**src/rtl/pwm11_decode_pkg.sv**
```systemverilog
// Shared types and defaults for the PWM duty decoder.
// Filter depth applies only when PWM_DEC_GLITCH_FILTER_EN is defined.
package pwm_dec_pkg;

   localparam int PERIOD_DEF = 2048;
   localparam int DW_DEF     = 11;
   localparam int FILT_DEPTH = 3;

   typedef enum logic [0:0] {
      SYNC = 1'b0,
      MEAS = 1'b1
   } dec_state_t;

endpackage

```
**src/rtl/pwm11_decode_if.sv**
```systemverilog
// PWM decoder signal bundle: raw PWM pin in, measured duty and status out.
// master = side that drives the pin and reads results, slave = decoder.
interface pwm_dec_if
   import pwm_dec_pkg::*;
#(
   parameter int DW = DW_DEF
);
   logic          PWM_sig;
   logic [DW-1:0] duty;
   logic          vld;
   logic          err;
   logic          stuck_hi;

   modport master (
      output PWM_sig,
      input  duty,
      input  vld,
      input  err,
      input  stuck_hi
   );

   modport slave (
      input  PWM_sig,
      output duty,
      output vld,
      output err,
      output stuck_hi
   );
endinterface

```
**src/rtl/pwm11_decode_sync_edge.sv**
```systemverilog
// Pin conditioning: 2-flop synchronizer, rising-edge detect, and an optional
// persistence filter enabled by PWM_DEC_GLITCH_FILTER_EN.
module pwm_sync_edge
   import pwm_dec_pkg::*;
(
   input  logic clk,
   input  logic rst,
   input  logic pin,
   output logic level,
   output logic rise
);

   logic [1:0] sync_q;
   logic       level_dly_q;

   always_ff @(posedge clk or posedge rst) begin
      if (rst) begin
         sync_q <= '0;
      end else begin
         sync_q <= {sync_q[0], pin};
      end
   end

`ifdef PWM_DEC_GLITCH_FILTER_EN
   // Level only moves once FILT_DEPTH consecutive synced samples agree.
   logic [FILT_DEPTH-2:0] hist_q;
   logic [FILT_DEPTH-1:0] win;
   logic                  filt_q;

   assign win = {hist_q, sync_q[1]};

   always_comb begin
      level = filt_q;
      if (&win) begin
         level = 1'b1;
      end else if (~|win) begin
         level = 1'b0;
      end
   end

   always_ff @(posedge clk or posedge rst) begin
      if (rst) begin
         hist_q <= '0;
         filt_q <= 1'b0;
      end else begin
         hist_q <= win[FILT_DEPTH-2:0];
         filt_q <= level;
      end
   end
`else
   assign level = sync_q[1];
`endif

   always_ff @(posedge clk or posedge rst) begin
      if (rst) begin
         level_dly_q <= 1'b0;
      end else begin
         level_dly_q <= level;
      end
   end

   assign rise = level & ~level_dly_q;

endmodule

```
**src/rtl/pwm11_decode.sv**
```systemverilog
// PWM duty decoder: locks to rising edges and publishes the high-sample count
// of every PERIOD-long period. Optional pin glitch filter: PWM_DEC_GLITCH_FILTER_EN.
//
// state | meaning
// SYNC  | waiting for a first rising edge; per_cnt runs only for timeout
// MEAS  | locked; each rise closes a period and is checked against PERIOD
module pwm11_decode
   import pwm_dec_pkg::*;
#(
   parameter int PERIOD = PERIOD_DEF,
   parameter int DW     = DW_DEF
)(
   input  logic      clk,
   input  logic      rst,
   pwm_dec_if.slave  bus
);

   localparam int            CW       = DW + 1;
   localparam logic [CW-1:0] PER_LAST = CW'(PERIOD - 1);
   localparam logic [CW-1:0] TMO_LAST = CW'(2 * PERIOD - 1);
   localparam logic [DW-1:0] DUTY_MAX = '1;

   dec_state_t    state_q;
   dec_state_t    state_nxt;
   logic          level;
   logic          rise;
   logic [CW-1:0] per_cnt;
   logic [CW-1:0] hi_cnt;
   logic          ev_ok;
   logic          ev_bad;
   logic          ev_tmo;
   logic [DW-1:0] duty_pub;

   logic [DW-1:0] duty_q;
   logic [DW-1:0] duty_nxt;
   logic          vld_q;
   logic          vld_nxt;
   logic          err_q;
   logic          err_nxt;
   logic          stuck_q;
   logic          stuck_nxt;

   pwm_sync_edge u_sync_edge (
      .clk   (clk),
      .rst   (rst),
      .pin   (bus.PWM_sig),
      .level (level),
      .rise  (rise)
   );

   always_ff @(posedge clk or posedge rst) begin
      if (rst) begin
         state_q <= SYNC;
      end else begin
         state_q <= state_nxt;
      end
   end

   // A rise on the timeout cycle wins; the timeout is simply not raised.
   always_comb begin
      state_nxt = state_q;
      ev_ok     = 1'b0;
      ev_bad    = 1'b0;
      ev_tmo    = 1'b0;
      if (rise) begin
         state_nxt = MEAS;
         if (state_q == MEAS) begin
            if (per_cnt == PER_LAST) begin
               ev_ok = 1'b1;
            end else begin
               ev_bad = 1'b1;
            end
         end
      end else if (per_cnt == TMO_LAST) begin
         ev_tmo    = 1'b1;
         state_nxt = SYNC;
      end
   end

   assign duty_pub = (hi_cnt > {1'b0, DUTY_MAX}) ? DUTY_MAX : hi_cnt[DW-1:0];

   always_comb begin
      duty_nxt  = duty_q;
      vld_nxt   = 1'b0;
      err_nxt   = 1'b0;
      stuck_nxt = stuck_q;
      if (ev_ok) begin
         duty_nxt  = duty_pub;
         vld_nxt   = 1'b1;
         stuck_nxt = 1'b0;
      end else if (ev_bad) begin
         err_nxt   = 1'b1;
         stuck_nxt = 1'b0;
      end else if (ev_tmo) begin
         vld_nxt = 1'b1;
         if (level) begin
            duty_nxt  = DUTY_MAX;
            stuck_nxt = 1'b1;
         end else begin
            duty_nxt = '0;
         end
      end
   end

   always_ff @(posedge clk or posedge rst) begin
      if (rst) begin
         duty_q  <= '0;
         vld_q   <= 1'b0;
         err_q   <= 1'b0;
         stuck_q <= 1'b0;
      end else begin
         duty_q  <= duty_nxt;
         vld_q   <= vld_nxt;
         err_q   <= err_nxt;
         stuck_q <= stuck_nxt;
      end
   end

   // hi_cnt starts at 1 because the rise cycle itself is a high sample.
   always_ff @(posedge clk or posedge rst) begin
      if (rst) begin
         per_cnt <= '0;
         hi_cnt  <= '0;
      end else if (rise) begin
         per_cnt <= '0;
         hi_cnt  <= CW'(1);
      end else if (ev_tmo) begin
         per_cnt <= '0;
         hi_cnt  <= '0;
      end else begin
         per_cnt <= per_cnt + 1'b1;
         if (state_q == MEAS) begin
            hi_cnt <= hi_cnt + CW'(level);
         end
      end
   end

   assign bus.duty     = duty_q;
   assign bus.vld      = vld_q;
   assign bus.err      = err_q;
   assign bus.stuck_hi = stuck_q;

endmodule
```
**src/flat_wrapper.sv**
```systemverilog
// flat-port wrapper written by rule: the top's interface ports become plain ports
module pwm11_decode_flat import pwm_dec_pkg::*;
#(
   parameter int PERIOD = PERIOD_DEF,
   parameter int DW     = DW_DEF
)
  (clk, rst, bus_PWM_sig, bus_duty, bus_vld, bus_err, bus_stuck_hi);
  pwm_dec_if #(.DW(DW)) bus_i ();
  input  logic clk;
  input  logic rst;
  input wire logic [$bits(bus_i.PWM_sig)-1:0] bus_PWM_sig;
  output wire logic [$bits(bus_i.duty)-1:0] bus_duty;
  output wire logic [$bits(bus_i.vld)-1:0] bus_vld;
  output wire logic [$bits(bus_i.err)-1:0] bus_err;
  output wire logic [$bits(bus_i.stuck_hi)-1:0] bus_stuck_hi;
  assign bus_i.PWM_sig = bus_PWM_sig;
  assign bus_duty = bus_i.duty;
  assign bus_vld = bus_i.vld;
  assign bus_err = bus_i.err;
  assign bus_stuck_hi = bus_i.stuck_hi;
  pwm11_decode #(.PERIOD(PERIOD), .DW(DW)) u_core (.clk(clk), .rst(rst), .bus(bus_i));
endmodule
```
**config.mk**
```make
export PLATFORM = sky130hd
export DESIGN_NAME = pwm11_decode_flat
export DESIGN_NICKNAME = d
export VERILOG_FILES = /design/src/rtl/pwm11_decode_pkg.sv /design/src/rtl/pwm11_decode_if.sv /design/src/rtl/pwm11_decode_sync_edge.sv /design/src/rtl/pwm11_decode.sv /design/src/flat_wrapper.sv
export SDC_FILE = /design/constraint.sdc
export NUM_CORES = 1
export LEC_CHECK = 0
export ABC_AREA = 1
export BUFFER_PORTS_ARGS = -buffer_cell sky130_fd_sc_hd__buf_2
export CAP_MARGIN = 20
export CORE_MARGIN = 2
export CORE_UTILIZATION = 55
export CTS_CLUSTER_DIAMETER = 120
export CTS_CLUSTER_SIZE = 8
export DETAILED_ROUTE_END_ITERATION = 8
export PLACE_DENSITY = 0.73
export SLEW_MARGIN = 20
export SYNTH_ARGS = -nofsm -noshare
export SYNTH_HDL_FRONTEND = slang
export SYNTH_SLANG_ARGS = --single-unit
```
**constraint.sdc**
```tcl
create_clock -name clk -period 1.8 [get_ports clk]
set_clock_uncertainty 0.1 [all_clocks]
set_input_delay 0.36 -clock clk [delete_from_list [all_inputs] [get_ports clk]]
set_output_delay 0.36 -clock clk [all_outputs]
set_load 0.01 [all_outputs]
```
[After elaboration in Yosys (flattened, before gate mapping)]
Index checks and enable logic that the tools add are counted.
Storage, ports and cells
  bits in registers: 42
  bits in latches: 0
  RAM bits: 0
  ROM bits: 0
  input bits: 3
  output and inout port bits: 14
  memories kept: 0
Cells by class
  add/sub/neg operators: 2
  multiply operators: 0
  div/mod/pow operators: 0
  order comparisons: 1
  equal/unequal tests: 3
  shift operators: 0
  muxes and demuxes: 29
  bitwise gates (word level): 2
  reduce and logical (&&, ||, !) cells: 7
Operators with widths (number)
  two-way mux 12 bit: 5
  two-way mux 11 bit: 5
  two-way mux 1 bit: 19
  adder 12 x 1 -> 12 bit: 1
  adder 12 x 1 -> 12 bit (second input constant): 1
  == test 12 x 11 -> 1 bit (second input constant): 1
  == test 12 bit (second input constant): 1
  greater-than comparator 12 x 11 -> 1 bit (second input constant): 1
  nonzero test 3 bit: 3
  AND reduction 2 bit: 2
  nonzero test 2 bit: 2
  inequality test 2 x 1 -> 1 bit (second input constant): 1
  bitwise AND 1 bit: 1
  NOT 1 bit: 1

[Depth between registers and ports, before layout]
Gate-level depths: netlist of the first run.
  word-level depth: 6
  depth in mapped cells: 10
  mapped depth without buffers: 9

[Hierarchy]
A second synthesis of the first run with hierarchy kept.
Unflattened totals
  cells, all modules: 255
  area, all modules: 2163.3 um2
By module, submodules not included
  pwm11_decode: instances 1, cells an instance 249, area an instance 2074.5 um2, sequential area each 975.9 um2
  pwm_sync_edge: instances 1, cells an instance 6, area an instance 88.8 um2, sequential area each 75.1 um2

[Worst setup path before layout of the first run]
No wires, ideal clock.
  kind: reg-to-reg
  start point: register u_core.u_sync_edge.sync_q[1]
  end point: register u_core.hi_cnt[8]
  setup time: 0.114 ns
  arrival: 1.278 ns
  slack: 0.308 ns
  cell stages (with the launch flop): 8
  path buffers: 0
  cell sequence: dfrtp_1 -> ha_1 -> ha_1 -> nand3_1 -> nor3_1 -> nand3_1 -> nand2_1 -> nor2_1
On the way
  word-level cells in the longest chain between the ends: 4
  elaborated cells on any way between the ends: 7
Ends and longest elaborated chain
  start: declaration: RTL line pwm11_decode_sync_edge.sv:13  | logic [1:0] sync_q;
  start signal: assignment: RTL line pwm11_decode_sync_edge.sv:20  | sync_q <= {sync_q[0], pin};
  adder 12 x 1 -> 12 bit or bitwise AND 1 bit (tied branches): RTL line pwm11_decode.sv:133, pwm11_decode_sync_edge.sv:62
  two-way mux 12 bit or two-way mux 1 bit (tied branches): RTL line pwm11_decode.sv:132, pwm11_decode.sv:65
  two-way mux 12 bit: RTL line pwm11_decode.sv:127  | end else if (ev_tmo) begin
  two-way mux 12 bit: RTL line pwm11_decode.sv:124  | end else if (rise) begin
  end signal: assignment: RTL line pwm11_decode.sv:133  | hi_cnt <= hi_cnt + CW'(level);
  end: declaration: RTL line pwm11_decode.sv:28  | logic [CW-1:0] hi_cnt;
Parallel ways exist; a longest one is shown, timed or not. The select of a mux whose other input is x is not followed.
A chain may end at the register's enable or synchronous reset.

[Final worst setup path of the first run]
Same ends and word-level chain as after synthesis.

==> results.md, run 1 <==
- Status: completed
- HP Class: input port to async pin
- Detail Placement HPWL: 2910 um
- Crit-path cells: ha_1, ha_1, nand3_1, nor3_2, nand2_1, nand2_1, inv_1, nor2_1
- Worst Tran Pin Value: 269 ps
- Max-Cap Viols: 0
- Mapped Avg Cell Area: 7.71 um2
- Critical path arrival: 1750 ps
- Placed cells: 348
- YS warnings: 0
- Ant. Diodes: 0
- Iter 0 DRT Violations: 93
- Static leakage: 1.34 nW
- Unrepaired setup endpoints after global routing: yes
- Largest net degree at the start of global routing: 43
- Site Rows: 22
- Commonest cells after routing, fill and taps aside: 70 x nand2_1, 49 x inv_1, 42 x dfrtp_1
- First drt pass iteration count: 5
- Global-route wire length before repair: 7190 um
- Drc violations: 0
- Peak supply drop: 595 uV
- Delay of the slowest critical-path stage: 420 ps
- Yosys reg bits: 42
- Syn Nets: 289
- WL final: 4180 um
- Fin nets: 314
- Pwr dens: 794 mW/mm2
- CP Launch Type: flop
- Hold Vio Cnt, Final: 0
- Grt ovf: 0
- Post-CTS Resized: 0
- Die footprint: 0.00448 mm2
- Worst-path maximum fanout: 5
- Yosys cell types: 26
- Clk root buf: clkbuf_8
- Total CTS buffers: 5
- Commonest non-fill, non-tap cell in the layout: nand2_1
- Utilization after layout: 65.7%
- Post-DRT Antenna Nets: 0
- Hold buffer count at cts: 0
- Async SR Flop Fraction: 100%
- R2R Setup Slk: 190 ps
- Mapped cell area: 0.00218 mm2
- Worst-Skew Late Latency: 300 ps
- Tcrit/Tclk final: 89.6%
- Setup Fix Bufs, Post-CTS: 0
- Max clock buf depth: 2
- Post-synth EDFFs: 0
- Rel. slew slack: 82.0%
- Total GRT Usage: 21.6%
- Fmax: 620 MHz
- Port-buffer cells: 16
- TritonCTS clock tree: yes
- I/O pin count: 17
- Htree depth: 2
- Synth-to-Final Area Change: 12.9%
- Avg Vias per Cell: 4.89
- GP Congestion: 0.865
- Final min period: 1610 ps
- Crit path max-delay family: simple AND/OR/NAND/NOR gates
- Number of global-route vias before repair: 1654
- Clock Pin Slew Worst Setup and Hold Paths: 80 ps
- WS Path Type: flop to flop
- Fin. max-slew vios: 0
- Starting Density: 58.3%
- Worst EP required: 1930 ps
- Cell count after synthesis: 283
- Vias: 1744
- Layout cell share with drive strength beyond 1: 17.2%
- Setup-failing EPs final: 0
- Register area share after synthesis: 48.2%
- Die Wd: 67.0 um
- Endpoint class of the critical path: flop
- Ys flop type: dfrtp_1
- Crit path max-delay cell type: dfrtp_1
- Core area: 0.00374 mm2
- Critical path buffers and inverters: 1
- Die Y: 67.0 um
- Initial antenna violation count: 0
- TritonCTS Sinks: 42
- Wire length per cell: 11.7 um
- Fin cells: 357
final timing paths:
| check | from | end | cells past startpoint |
|---|---|---|---|
| max reg2reg | u_core.u_sync_edge.sync_q[1] | u_core.hi_cnt[8] | 8 |
| max | u_core.u_sync_edge.sync_q[1] | u_core.hi_cnt[8] | 8 |
| min reg2reg | u_core.u_sync_edge.sync_q[0] | u_core.u_sync_edge.sync_q[1] | 0 |
| min | rst | u_core.bus.duty[9] | 3 |
| min in group clk | bus_PWM_sig | u_core.u_sync_edge.sync_q[0] | 1 |
| max in group asynchronous | rst | u_core.hi_cnt[10] | 3 |
logic make-up (layout without fill, tap and decap cells):
| kind of cell | after synthesis | count (layout) | synth area share (%) |
|---|---|---|---|
| adders and majority gates | 3 | 3 | 1.72 |
| xor gates and xnor gates | 6 | 6 | 2.41 |
| buffers and inverters | 58 | 83 | 11.1 |
| and+or+nand+nor | 166 | 167 | 34.7 |
| DFF | 42 | 42 | 48.2 |
| AOI/OAI and AO/OA | 8 | 8 | 1.89 |
synthesized netlist by cell type (2+ instances only):
cell	number	area, um2
nor3_1	8	40.0
buf_4	2	15.0
nor2_2	2	12.5
nand2_2	5	31.3
or2_2	4	25.0
xor2_1	5	43.8
o21ai_0	4	20.0
nand2_1	70	263
nor3b_1	2	15.0
inv_2	2	7.51
nor2_1	34	128
nor2_4	3	33.8
inv_1	49	184
buf_6	2	22.5
buf_2	2	10.0
dfrtp_1	42	1050
nand3_1	31	155
a21oi_1	3	15.0
nand4_1	4	25.0
ha_1	3	37.5
worst min-delay path, cell delays in order:
cell	delay, ps
buf_2	90
inv_1	90
buf_12	240
area by class of cell:
cell class	count	area, um2
timing repair buffer	23	145
sequential	42	1050
clock inverter	1	5.00
multi-input combinational	184	918
tap	48	60.1
fill	333	1280
clock buffer	7	86.3
inverter	52	195
report_power, final:
group	switching [mW]	internal, mW	leakage [nW]
registers	0.0684	1.01	0.563
logic	0.138	0.102	0.730
clock network	0.323	0.310	0.0482
total	0.529	1.42	1.34
flip-flops by register name, indices dropped and copies added, names as in the netlist:
signal                          count
u_core.bus.duty                    11
u_core.bus.err                      1
u_core.hi_cnt                      12
u_core.bus.stuck_hi                 1
u_core.bus.vld                      1
u_core.state_q                      1
u_core.u_sync_edge.sync_q           2
u_core.per_cnt                     12
u_core.u_sync_edge.level_dly_q      1
routing by layer:
layer | up-vias | track usage [%] | wire (um)
li1 | 917 | - | -
met1 | 787 | 28.6 | 2040
met2 | 30 | 33.4 | 1890
met3 | 10 | 5.74 | 149
met4 | 0 | 9.44 | 106
met5 | - | 0 | 0
stage by stage:
step / total power [mW] / setup slack [ps] / hold slack [ps] / setup TNS, ps / cell area (um2)
after global routing: 2.06 / -8.10 / 41.0 / -8.10 / 2460
after detailed placement: 1.33 / 110 / 238 / 0 / 2340
after floorplan: 1.26 / 308 / 231 / 0 / 2180
after global placement: 1.32 / 84.8 / 235 / 0 / 2340
after CTS: 1.96 / 90.7 / 23.7 / 0 / 2430
final: 1.95 / 186 / 10.5 / 0 / 2460
Note: power is estimated with default switching activity, not from simulation.
==> run 2, diff against run 1 <==
Settings changed: BUFFER_PORTS_ARGS -buffer_cell sky130_fd_sc_hd__buf_2 to -buffer_cell sky130_fd_sc_hd__buf_4.
Clock period 1.8 ns to 2 ns, I/O delays scaled along.
==> run 2 against run 1 <==
Net effect: sequential power is 10% lower; design area is 0.15% lower; utilization is 0.10 points lower; flip-flop and latch count stayed put; sequential share of layout area is 0.065 points higher; final cell count is 0.28% lower; clock power is 11% lower; die area stayed put; global-route usage is 0.92 points higher.
==> results.md, run 2 (same netlist as run 1, synthesis figures left out) <==
- Commonest non-fill, non-tap cell in the layout: nand2_1
- Utilization after layout: 65.6%
- Detail Placement HPWL: 3070 um
- Synth-to-Final Area Change: 12.7%
- CP Launch Type: flop
- Total CTS buffers: 5
- Dpl cell area: 0.00237 mm2
- Fin area: 0.00246 mm2
- TritonCTS Sinks: 42
- Worst-Skew Late Latency: 290 ps
- Port-buffer cells: 16
- Tcrit/Tclk final: 84.7%
- Clock Pin Slew Worst Setup and Hold Paths: 80 ps
- Worst-path maximum fanout: 6
- Met3 wire len: 180 um
- Crit path max-delay family: simple AND/OR/NAND/NOR gates
- Setup-failing EPs final: 0
- Htree depth: 2
- Vias: 1755
- M1 WL: 1920 um
- Total GRT Usage: 22.6%
- Crit path max-delay cell type: dfrtp_1
- Delay of the slowest critical-path stage: 380 ps
- Unrepaired setup endpoints after global routing: no
- I/O pin count: 17
- Die Wd: 67.0 um
- Grt ovf: 0
- Wire length per cell: 11.6 um
- Initial antenna violation count: 0
- WS Path Type: flop to flop
- Static leakage: 1.34 nW
- Status: completed
- Max-Cap Viols: 0
- Hold Vio Cnt, Final: 0
- Highest Signal Layer: met4
- Site Rows: 22
- Fmax: 591 MHz
- Setup Fix Bufs, Post-CTS: 0
- Global-route wire length before repair: 7650 um
- TNS Setup: 0 ps
- Rel. slew slack: 65.0%
- Drc violations: 0
- Critical path buffers and inverters: 1
- Die Y: 67.0 um
- Crit-path cells: ha_1, nand3_1, nor2_4, nand2_1, nand2_1, inv_1, nand2_1, nor2_1
- Clk root buf: clkbuf_8
- Ant. Diodes: 0
- TritonCTS clock tree: yes
- Critical path arrival: 1780 ps
- Layout cell share with drive strength beyond 1: 15.6%
- Pwr dens: 708 mW/mm2
- Starting Density: 58.3%
- Fin. max-slew vios: 0
- Number of fillers in the final layout: 332
- Register Area: 0.00105 mm2
- Avg Vias per Cell: 4.93
- First drt pass iteration count: 4
- Iter 0 DRT Violations: 103
- Critical Path Most Common Cell: nand2_1
- Hold buffer count at cts: 0
- Commonest cells after routing, fill and taps aside: 70 x nand2_1, 49 x inv_1, 42 x dfrtp_1
- Largest net degree at the start of global routing: 43
- Core area: 0.00374 mm2
- Post-DRT Antenna Nets: 0
- Number of global-route vias before repair: 1767
- Peak supply drop: 640 uV
- Area occupied by multi-input gates: 887 um2
- WL final: 4130 um
- GP Congestion: 0.886
- Max clock buf depth: 2
- Final min period: 1690 ps
- Die footprint: 0.00448 mm2
- Endpoint class of the critical path: flop
- Met2 WL post-DR: 1980 um
- HP Class: input port to flop
- Worst Tran Pin Value: 524 ps
- Fin nets: 313
- Worst EP required: 2090 ps
- Post-CTS Resized: 0
[run 2: per-layer routing]
layer  GRT usage, %  vias up
li1               -      914
met3           5.57        5
met5              0        -
met4           7.65        0
met2           38.8       40
met1           27.5      796
[run 2: power breakdown]
part	total (mW)	internal (mW)	leakage [nW]	switching, mW
clock network	0.565	0.279	0.0482	0.286
logic	0.207	0.0887	0.726	0.119
registers	0.968	0.911	0.563	0.0569
total	1.74	1.28	1.34	0.462
[run 2: final cells by class]
type | instances | share of cell area (%)
Sequential cell | 42 | 42.8
Multi-Input combinational cell | 183 | 36.1
Inverter | 52 | 7.94
Timing Repair Buffer | 23 | 7.03
Clock buffer | 7 | 3.51
Tap cell | 48 | 2.44
Clock inverter | 1 | 0.204
[run 2: through the flow]
step                hold slack, ps  worst slack (ps)  cells  power, mW
global placement               240               345    348       1.19
finish                         105               307    356       1.74
CTS                           98.4               284    356       1.76
detailed placement             246               330    348       1.19
floorplan                      231               508    283       1.13
global route                  91.9              84.2    356       1.84
[run 2: worst register-to-register path: stages (launching register included)]
cell and delay [ps]:
dfrtp_1 380, ha_1 200, nand3_1 210, nor2_4 220, nand2_1 90, nand2_1 120
inv_1 140, nand2_1 90, nor2_1 40
[run 2: final timing paths]
| kind | from | to | slack [ps] | cells past startpoint |
|---|---|---|---|---|
| min in group asynchronous | rst | u_core.bus.vld | 140 | 3 |
| max reg2reg | u_core.per_cnt[0] | u_core.hi_cnt[9] | 310 | 8 |
| max in group asynchronous | rst | u_core.hi_cnt[7] | 1300 | 3 |
| min reg2reg | u_core.u_sync_edge.sync_q[0] | u_core.u_sync_edge.sync_q[1] | 270 | 0 |
| max | u_core.per_cnt[0] | u_core.hi_cnt[9] | 310 | 8 |
| min | bus_PWM_sig | u_core.u_sync_edge.sync_q[0] | 100 | 1 |
